===== src/rtl/stk_pipe_rsp_q_pkg.sv =====
// Shared types and sizing for the per-engine response queue.
// Bundles the response status enum, the stored entry layout and default queue geometry.
package stk_pipe_rsp_q_pkg;

  localparam int ENGS_N      = 4;
  localparam int RSP_DAT_W   = 128;
  localparam int RSP_Q_DEPTH = 4;
  localparam int RSP_Q_SLACK = 2;

  typedef enum logic [1:0] {
    ST_OK     = 2'd0,
    ST_ERR    = 2'd1,
    ST_TMO    = 2'd2,
    ST_POISON = 2'd3
  } status_t;

  typedef struct packed {
    status_t                status;
    logic [RSP_DAT_W-1:0]   dat;
  } rsp_t;

endpackage


===== src/rtl/stk_pipe_rsp_q_chk.sv =====
// Top-level input checker: writeback may present at most one engine response per cycle.
`ifdef SIM
module stk_pipe_rsp_q_chk #(
  parameter int ENGS_N = 4
) (
  input logic              clk,
  input logic              arst_n,
  input logic [ENGS_N-1:0] i_rsp_vld
);

  a_onehot0: assert property (@(posedge clk) disable iff (!arst_n)
    $onehot0(i_rsp_vld));

endmodule
`endif


===== src/rtl/stk_pipe_rsp_q_fifo.sv =====
// Single-engine response FIFO with occupancy count, almost-full, sticky overflow.
// STK_PIPE_RSP_Q_BYPASS_EN enables zero-latency pass-through when the FIFO is empty.
module stk_pipe_rsp_q_fifo
  import stk_pipe_rsp_q_pkg::*;
#(
  parameter int DEPTH = 4,
  parameter int SLACK = 2
) (
  input  logic clk,
  input  logic arst_n,
  input  logic i_push,
  input  rsp_t i_rsp,
  output logic o_vld,
  input  logic i_rdy,
  output rsp_t o_rsp,
  output logic o_afull,
  output logic o_ovf
);

  localparam int PW = $clog2(DEPTH);
  localparam int CW = $clog2(DEPTH + 1);
  localparam logic [CW-1:0] FULL_CNT  = CW'(DEPTH);
  localparam logic [CW-1:0] AFULL_CNT = CW'(DEPTH - SLACK);

  rsp_t          r_mem [DEPTH];
  logic [PW-1:0] r_wr_ptr;
  logic [PW-1:0] r_rd_ptr;
  logic [CW-1:0] r_cnt;
  logic          r_afull;
  logic          r_ovf;

  logic          w_empty;
  logic          w_full;
  logic          w_pop;
  logic          w_wr;
  logic          w_rd;
  logic          w_drop;
  logic [CW-1:0] w_cnt_nxt;

  // Head presentation, push acceptance and next occupancy.
  always_comb begin
    w_empty = (r_cnt == {CW{1'b0}});
    w_full  = (r_cnt == FULL_CNT);
`ifdef STK_PIPE_RSP_Q_BYPASS_EN
    o_vld = !w_empty || i_push;
    o_rsp = (w_empty && i_push) ? i_rsp : r_mem[r_rd_ptr];
    w_pop = o_vld && i_rdy;
    w_rd  = w_pop && !w_empty;
    // A bypassed response consumed in the same cycle never touches storage.
    w_wr  = i_push && !(w_empty && i_rdy) && (!w_full || w_pop);
`else
    o_vld = !w_empty;
    o_rsp = r_mem[r_rd_ptr];
    w_pop = o_vld && i_rdy;
    w_rd  = w_pop;
    w_wr  = i_push && (!w_full || w_pop);
`endif
    w_drop = i_push && w_full && !w_pop;
    case ({w_wr, w_rd})
      2'b10:   w_cnt_nxt = r_cnt + CW'(1);
      2'b01:   w_cnt_nxt = r_cnt - CW'(1);
      default: w_cnt_nxt = r_cnt;
    endcase
  end

  // Storage, pointers, occupancy and status flags.
  always_ff @(posedge clk or negedge arst_n) begin
    if (!arst_n) begin
      for (int i = 0; i < DEPTH; i++) begin
        r_mem[i] <= '0;
      end
      r_wr_ptr <= {PW{1'b0}};
      r_rd_ptr <= {PW{1'b0}};
      r_cnt    <= {CW{1'b0}};
      r_afull  <= 1'b0;
      r_ovf    <= 1'b0;
    end else begin
      if (w_wr) begin
        r_mem[r_wr_ptr] <= i_rsp;
        r_wr_ptr        <= r_wr_ptr + PW'(1);
      end
      if (w_rd) begin
        r_rd_ptr <= r_rd_ptr + PW'(1);
      end
      r_cnt   <= w_cnt_nxt;
      r_afull <= (w_cnt_nxt >= AFULL_CNT);
      r_ovf   <= r_ovf || w_drop;
    end
  end

  assign o_afull = r_afull;
  assign o_ovf   = r_ovf;

`ifdef SIM
  stk_pipe_rsp_q_fifo_chk #(.DEPTH(DEPTH), .CW(CW)) u_chk (
    .clk    (clk),
    .arst_n (arst_n),
    .i_cnt  (r_cnt),
    .i_vld  (o_vld),
    .i_rdy  (i_rdy),
    .i_rsp  (o_rsp)
  );
`endif

endmodule


===== src/rtl/stk_pipe_rsp_q_fifo_chk.sv =====
// Protocol checker for one engine FIFO: occupancy bound and valid/data hold under backpressure.
`ifdef SIM
module stk_pipe_rsp_q_fifo_chk
  import stk_pipe_rsp_q_pkg::*;
#(
  parameter int DEPTH = 4,
  parameter int CW    = $clog2(DEPTH + 1)
) (
  input logic          clk,
  input logic          arst_n,
  input logic [CW-1:0] i_cnt,
  input logic          i_vld,
  input logic          i_rdy,
  input rsp_t          i_rsp
);

  a_cnt_bound: assert property (@(posedge clk) disable iff (!arst_n)
    i_cnt <= CW'(DEPTH));

  a_hold: assert property (@(posedge clk) disable iff (!arst_n)
    (i_vld && !i_rdy) |=> (i_vld && $stable(i_rsp)));

endmodule
`endif


===== src/rtl/stk_pipe_rsp_q.sv =====
// Per-engine response queue behind writeback: one private FIFO per engine, independent valid/ready.
// Build option STK_PIPE_RSP_Q_BYPASS_EN (see stk_pipe_rsp_q_fifo) gives zero latency when empty.
module stk_pipe_rsp_q #(
  parameter int ENGS_N = stk_pipe_rsp_q_pkg::ENGS_N,
  parameter int DEPTH  = stk_pipe_rsp_q_pkg::RSP_Q_DEPTH,
  parameter int SLACK  = stk_pipe_rsp_q_pkg::RSP_Q_SLACK
) (
  input  logic                                      clk,
  input  logic                                      arst_n,
  input  logic [ENGS_N-1:0]                         i_rsp_vld,
  input  logic [127:0]                              i_rsp_dat,
  input  stk_pipe_rsp_q_pkg::status_t               i_rsp_status,
  output logic [ENGS_N-1:0]                         o_eng_rsp_vld,
  input  logic [ENGS_N-1:0]                         i_eng_rsp_rdy,
  output logic [ENGS_N-1:0][127:0]                  o_eng_rsp_dat,
  output stk_pipe_rsp_q_pkg::status_t [ENGS_N-1:0]  o_eng_rsp_status,
  output logic [ENGS_N-1:0]                         o_rsp_afull,
  output logic [ENGS_N-1:0]                         o_rsp_ovf
);

  stk_pipe_rsp_q_pkg::rsp_t w_rsp_in;

  assign w_rsp_in = '{status: i_rsp_status, dat: i_rsp_dat};

  for (genvar e = 0; e < ENGS_N; e++) begin : g_eng
    stk_pipe_rsp_q_pkg::rsp_t w_rsp_out;

    stk_pipe_rsp_q_fifo #(.DEPTH(DEPTH), .SLACK(SLACK)) u_fifo (
      .clk     (clk),
      .arst_n  (arst_n),
      .i_push  (i_rsp_vld[e]),
      .i_rsp   (w_rsp_in),
      .o_vld   (o_eng_rsp_vld[e]),
      .i_rdy   (i_eng_rsp_rdy[e]),
      .o_rsp   (w_rsp_out),
      .o_afull (o_rsp_afull[e]),
      .o_ovf   (o_rsp_ovf[e])
    );

    assign o_eng_rsp_dat[e]    = w_rsp_out.dat;
    assign o_eng_rsp_status[e] = w_rsp_out.status;
  end

`ifdef SIM
  stk_pipe_rsp_q_chk #(.ENGS_N(ENGS_N)) u_chk (
    .clk       (clk),
    .arst_n    (arst_n),
    .i_rsp_vld (i_rsp_vld)
  );
`endif

endmodule


===== config.mk =====
export PLATFORM = sky130hd
export DESIGN_NAME = stk_pipe_rsp_q
export DESIGN_NICKNAME = d
export VERILOG_FILES = /design/src/rtl/stk_pipe_rsp_q_pkg.sv /design/src/rtl/stk_pipe_rsp_q_chk.sv /design/src/rtl/stk_pipe_rsp_q_fifo.sv /design/src/rtl/stk_pipe_rsp_q_fifo_chk.sv /design/src/rtl/stk_pipe_rsp_q.sv
export SDC_FILE = /design/constraint.sdc
export NUM_CORES = 2
export LEC_CHECK = 0
export ABC_CLOCK_PERIOD_IN_PS = 3500
export BUFFER_PORTS_ARGS = -buffer_cell sky130_fd_sc_hd__buf_2
export CORE_ASPECT_RATIO = 1.4
export CORE_MARGIN = 2
export CORE_UTILIZATION = 65
export CTS_BUF_LIST = sky130_fd_sc_hd__clkbuf_16
export DETAILED_ROUTE_END_ITERATION = 10
export PLACE_DENSITY = 0.85
export SYNTH_ARGS = -nofsm -noshare
export SYNTH_HDL_FRONTEND = slang
export SYNTH_SLANG_ARGS = --single-unit

===== constraint.sdc =====
create_clock -name clk -period 3.5 [get_ports clk]
set_input_delay 0.175 -clock clk [delete_from_list [all_inputs] [get_ports clk]]
set_output_delay 0.175 -clock clk [all_outputs]
set_load 0.03 [all_outputs]

After elaboration in Yosys (flattened, before gate mapping)

Cells that the tools add are included.

Output and inout bits: 532
Word-level logic and storage cells: 176
Bits in registers: 2116

Bitwise operators: 8
Multiplexer cells: 28
$lt $le $gt $ge: 16
Equality and inequality tests: 12
Reductions and logical operators: 44
Add/sub/neg operators: 16

Operator list:

| cell                | number |
|---|---|
| $bwmux 520          | 4 |
| $mux 130            | 12 |
| $bmux 130 s2        | 4 |
| $demux 130 s2       | 4 |
| $ge 3x3->1 const B  | 8 |
| $not 2->3           | 8 |
| $pmux 3 s2          | 4 |
| $logic_and 1x1->1   | 20 |
| $add 2x1->2 const B | 8 |
| $add 3x1->3 const B | 4 |
| $eq 3x3->1 const B  | 4 |
| $ge 3x2->1 const B  | 4 |
| $logic_not 1->1     | 12 |
| $logic_not 3->1     | 4 |
| $lt 3x1->1 const B  | 4 |
| $sub 3x1->3 const B | 4 |
| $eq 2x1->1 const B  | 4 |
| $eq 2x2->1 const B  | 4 |
| $logic_or 1x1->1    | 8 |

Logic depth before layout (Yosys ltp)

Depth in word-level cells: 8
Depth in mapped cells: 8
Depth with buffers taken out: 8

Cells and area by module

A second synthesis with hierarchy kept.

Cell total of the unflattened synthesis: 5240
Area total of the unflattened synthesis: 95987.1 um^2

Modules (own cells, without submodules):

| module                                    | seq. area each (um^2) | cells each | instances | area an instance (um^2) |
|---|---|---|---|---|
| stk_pipe_rsp_q_fifo (g_eng[0].u_fifo ...) | 13237.7               | 1317       | 2         | 25017.7 |
| stk_pipe_rsp_q_fifo (g_eng[1].u_fifo ...) | 13237.7               | 1303       | 2         | 22975.8 |

Least setup slack after synthesis

No wires, ideal clock.

Path type: register -> register
Start: register g_eng[0].u_fifo.r_cnt[0]
End: register g_eng[0].u_fifo.r_afull
Buffers on the path: 0
Clock period less this slack: 2.341 ns
Cell stages (with the launch flop): 9
Arrival time: 2.210 ns
Required time: 3.369 ns
Slack: 1.159 ns
Cell sequence: dfrtp_1 nor4b_4 nand2b_1 ha_1 inv_1 fa_1 xnor2_1 and3_1 or3_1

Word-level cells in the longest chain between the ends: 8

RTL lines:

| item                                            | RTL line                  | source |
|---|---|---|
| from (decl)                                     | stk_pipe_rsp_q_fifo.sv:28 | `logic [CW-1:0] r_cnt;` |
| from (signal assigned)                          | stk_pipe_rsp_q_fifo.sv:74 | `r_cnt <= {CW{1'b0}};` |
| from (signal assigned)                          | stk_pipe_rsp_q_fifo.sv:85 | `r_cnt <= w_cnt_nxt;` |
| $logic_not 3->1                                 | stk_pipe_rsp_q_fifo.sv:42 | `w_empty = (r_cnt == {CW{1'b0}});` |
| $logic_not 1->1                                 | stk_pipe_rsp_q_fifo.sv:52 | `o_vld = !w_empty;` |
| $logic_and 1x1->1                               | stk_pipe_rsp_q_fifo.sv:54 | `w_pop = o_vld && i_rdy;` |
| $logic_or 1x1->1                                | stk_pipe_rsp_q_fifo.sv:56 | `w_wr = i_push && (!w_full \|\| w_pop);` |
| $logic_and 1x1->1                               | stk_pipe_rsp_q_fifo.sv:56 |  |
| $eq 2x1->1 / $eq 2x2->1 (equally long branches) | stk_pipe_rsp_q_fifo.sv:59 | `case ({w_wr, w_rd})` |
| $pmux 3 s2 *                                    | stk_pipe_rsp_q_fifo.sv:59 |  |
| $ge 3x2->1 *                                    | stk_pipe_rsp_q_fifo.sv:86 | `r_afull <= (w_cnt_nxt >= AFULL_CNT);` |
| to (signal assigned)                            | stk_pipe_rsp_q_fifo.sv:86 |  |
| to (decl)                                       | stk_pipe_rsp_q_fifo.sv:29 | `logic r_afull;` |

Every way passes the cells marked *; elsewhere a longest branch is shown, timed or not.
A chain may end at the register's enable or synchronous reset.

==> metrics list <==
* RD Place Congestion: 0.799
- After synthesis, the netlist uses 27 different library cells.
- The flow ran to the end, and the final reports show no timing, DRC or antenna violations.
* Post-synth top flop: sky130_fd_sc_hd__dfrtp_1
* Final standard cell utilization of the core: 74.3%
- Core area: 141,000 sq um
- The first TritonRoute pass finished after 5 iterations.
* Number of cells upsized or downsized after cts: 0
* Number of max-slew violations in the final report: 0
* Crit. End Element: output port
* GRT Residual Overflow: 0
- The HPWL after detailed placement is 148 mm.
- With fillers left out, the area of the finished cells amounts to 105,000 sq um.
* Dominant cell by count in the synthesized netlist: sky130_fd_sc_hd__dfrtp_1
- Required time reported for the critical path endpoint: 3.32 ns
- Fraction of the mapped netlist area in simple logic gates: 0.407%
* Clock skew: 0.0348 ns
* Global routing usage summed across all routing layers: 33.8%
* Total Neg Setup Slack: 0 ns
* Antenna violation net count after detailed routing: 0
- Mapped Cells: 5,354
- Data arrives at the worst endpoint at 3.08 ns.
* Ratio of cells with drive above 1 in the final layout: 59.9%
* Xor and xnor fraction of the mapped netlist area: 0.190%
* Netlist Area Pre-Place: 92,100 sq um
- The hold violation count in the final report was 0.
- The first global-routing pass estimated 363 mm of wire.
* Cell type contributing the most total cell area after synthesis: sky130_fd_sc_hd__dfrtp_1
* Sinks on Clock Net: 2,116
- H-tree Lvls: 4
* Proportion of register bits with asynchronous set or reset after synthesis: 100%
- For the worst-skew pair, the clock arrives at the later sink with an insertion delay of 0.85 ns.
* Fill cells: 8,102
- After the last flow step, the layout net total stands at 6,192.
* Count of input and output buffers: 671
- Of the post-synthesis cell area, the dominant cell type holds 57.5%.
* Yosys reg bits: 2,116
- CTS tree: yes
* Initial antenna violation count: 16
- Synth warn: 0
* Final critical delay including setup and external delays: 3.26 ns
- The root buffer cell chosen for the clock tree is sky130_fd_sc_hd__clkbuf_16.
* Number of synthesized flops with an enable pin: 0
* Clock buffers created by TritonCTS: 190
- Measured against the total synthesized area, the mux share comes to 38.2%.
* Least-Margin Pin Slew: 0.882 ns
- By area, the combinational part of the netlist is dominated by multiplexers.
- Starting DRC count in detailed routing: 3,821
- The floorplan step defined a die boundary enclosing 145,000 sq um.
- The placed instances occupy a cell area of 97,200 sq um.
- Die extent in y: 449 um
* Max-cap violations: 0
- Relative to the synthesized area, the layout overhead comes to 13.6%.
* Final setup violation count: 0
- Final routed wire length divided by cell count: 29.4 um
- Final Worst Setup Slack: 0.242 ns
- Kind of start point of the critical path: register
- Maximum fanout count along the critical path: 25
- The floorplan step set the die width to 322 um.
- The worst pin sits at a relative slew slack of 41.2%.
- Summing the areas of all fa, ha and maj instances in the mapped netlist gives 0.359% of the synthesized area.
- Worst hold path type: in -> reg
* Clock-pin transition on the worst setup and hold timing paths: 0.06 ns
- Average footprint of a synthesized cell: 17.2 sq um
- The clock passes through at most 3 buffers.
- Via count of the first global-routing pass: 57,700
* Synth Area in Compound Gates: 0.0923%
* IO Count: 672
- In this run the post-CTS setup repair buffer count came out at 0.
* Final wirelength: 238 mm
- Across all layers, the routed design uses 51,800 vias.
- Before CTS, the worst setup slack after placement is 0.866 ns.
- Largest net degree at the start of global routing: 125
- Period utilisation layout: 93.1%
* Upper clock frequency limit: 0.307 GHz
* Main area contributors after synthesis: sky130_fd_sc_hd__dfrtp_1 57%, sky130_fd_sc_hd__mux2_2 25%, sky130_fd_sc_hd__mux4_2 13%
* Synth Net Count: 5,518
* Hold bufs inserted after CTS: 145
- Setup repair after global routing left no endpoint under its margin.
- The critical path is of the reg -> out type.
- The floorplan has 163 rows.
- Post-synthesis sequential area ratio: 57.5%
- Most common library cells after synthesis: 2,116 x sky130_fd_sc_hd__dfrtp_1, 2,084 x sky130_fd_sc_hd__mux2_2, 520 x sky130_fd_sc_hd__mux4_2
* Post-route DRC: 0
- Initial core utilization: 65.4%
* Routed vias/inst: 6.40
final timing paths:
kind,start,to,slack (ns),depth (start not counted)
min in group asynchronous,arst_n,g_eng[3].u_fifo.r_mem[202],0.51,3
setup / recovery,g_eng[2].u_fifo.r_rd_ptr[0],o_eng_rsp_dat[256],0.24,3
max in group asynchronous,arst_n,g_eng[2].u_fifo.r_mem[5],1.77,4
hold / removal,i_rsp_vld[1],g_eng[1].u_fifo.r_wr_ptr[0],0.30,4
hold reg to reg,g_eng[3].u_fifo.r_mem[250],g_eng[3].u_fifo.r_mem[250],0.50,1
setup reg to reg,g_eng[0].u_fifo.r_cnt[0],g_eng[0].u_fifo.o_afull,0.76,9
cells by family (layout without fill, tap and decap cells):
kind of cell / count (synthesis) / count (layout)
muxes: 2606 / 2606
DFF: 2116 / 2116
buffers and inverters: 510 / 1343
and+or+nand+nor: 66 / 66
adders and majority gates: 24 / 24
xor gates and xnor gates: 20 / 20
AOI/OAI and AO/OA: 12 / 12
other: 0 / 10
state kept, by name, summed over array words and instances (netlist names):
signal	cells
g_eng.u_fifo.r_rd_ptr	8
g_eng.u_fifo.o_afull	4
g_eng.u_fifo.r_mem	2080
g_eng.u_fifo.o_ovf	4
g_eng.u_fifo.r_wr_ptr	8
g_eng.u_fifo.r_cnt	12
critical path: stages (launching register included):
cell,delay [ns]
sky130_fd_sc_hd__dfrtp_4,0.98
sky130_fd_sc_hd__buf_4,0.44
sky130_fd_sc_hd__mux4_2,0.58
sky130_fd_sc_hd__buf_2,0.20
metrics by stage:
stage               instances  hold slack, ns
CTS                      8084           0.245
global placement         7588           0.232
floorplan                5354          -0.121
detailed placement       7588           0.238
global route             8088           0.329
finish                   8094           0.304
metal layers:
layer	share of wire, %	global-route usage (%)	vias to the layer above
li1	-	-	21100
met1	37	42.2	28300
met2	49	55.2	1817
met3	8.3	9.30	561
met4	4.9	15.7	12
met5	0.027	0	-
layout make-up:
| class | count | area [sq um] | share of cell area [%] |
|---|---|---|---|
| Sequential cell | 2116 | 53000 | 50.6 |
| Multi-Input combinational cell | 2728 | 36300 | 34.7 |
| Timing Repair Buffer | 968 | 6980 | 6.67 |
| Clock buffer | 196 | 4900 | 4.69 |
| Tap cell | 1897 | 2370 | 2.27 |
| Clock inverter | 155 | 1030 | 0.984 |
| Inverter | 24 | 90.1 | 0.0861 |
| Antenna cell | 10 | 25.0 | 0.0239 |
cells in the final DEF, fill, tap and decap left out, drive strengths merged, types with 16 or more instances in the layout:
cell type    Yosys  routed
dfrtp         2116    2116
mux2          2084    2084
buf            316     824
mux4           520     520
clkbuf         170     196
dlygate4sd3      0     144
clkinv           0      85
inv             24      83
nand2           26      26
ha              20      20
nor2            16      16
Power is not shown: default switching activity piles up to over one toggle a cycle in this logic, so the estimate is an artifact.
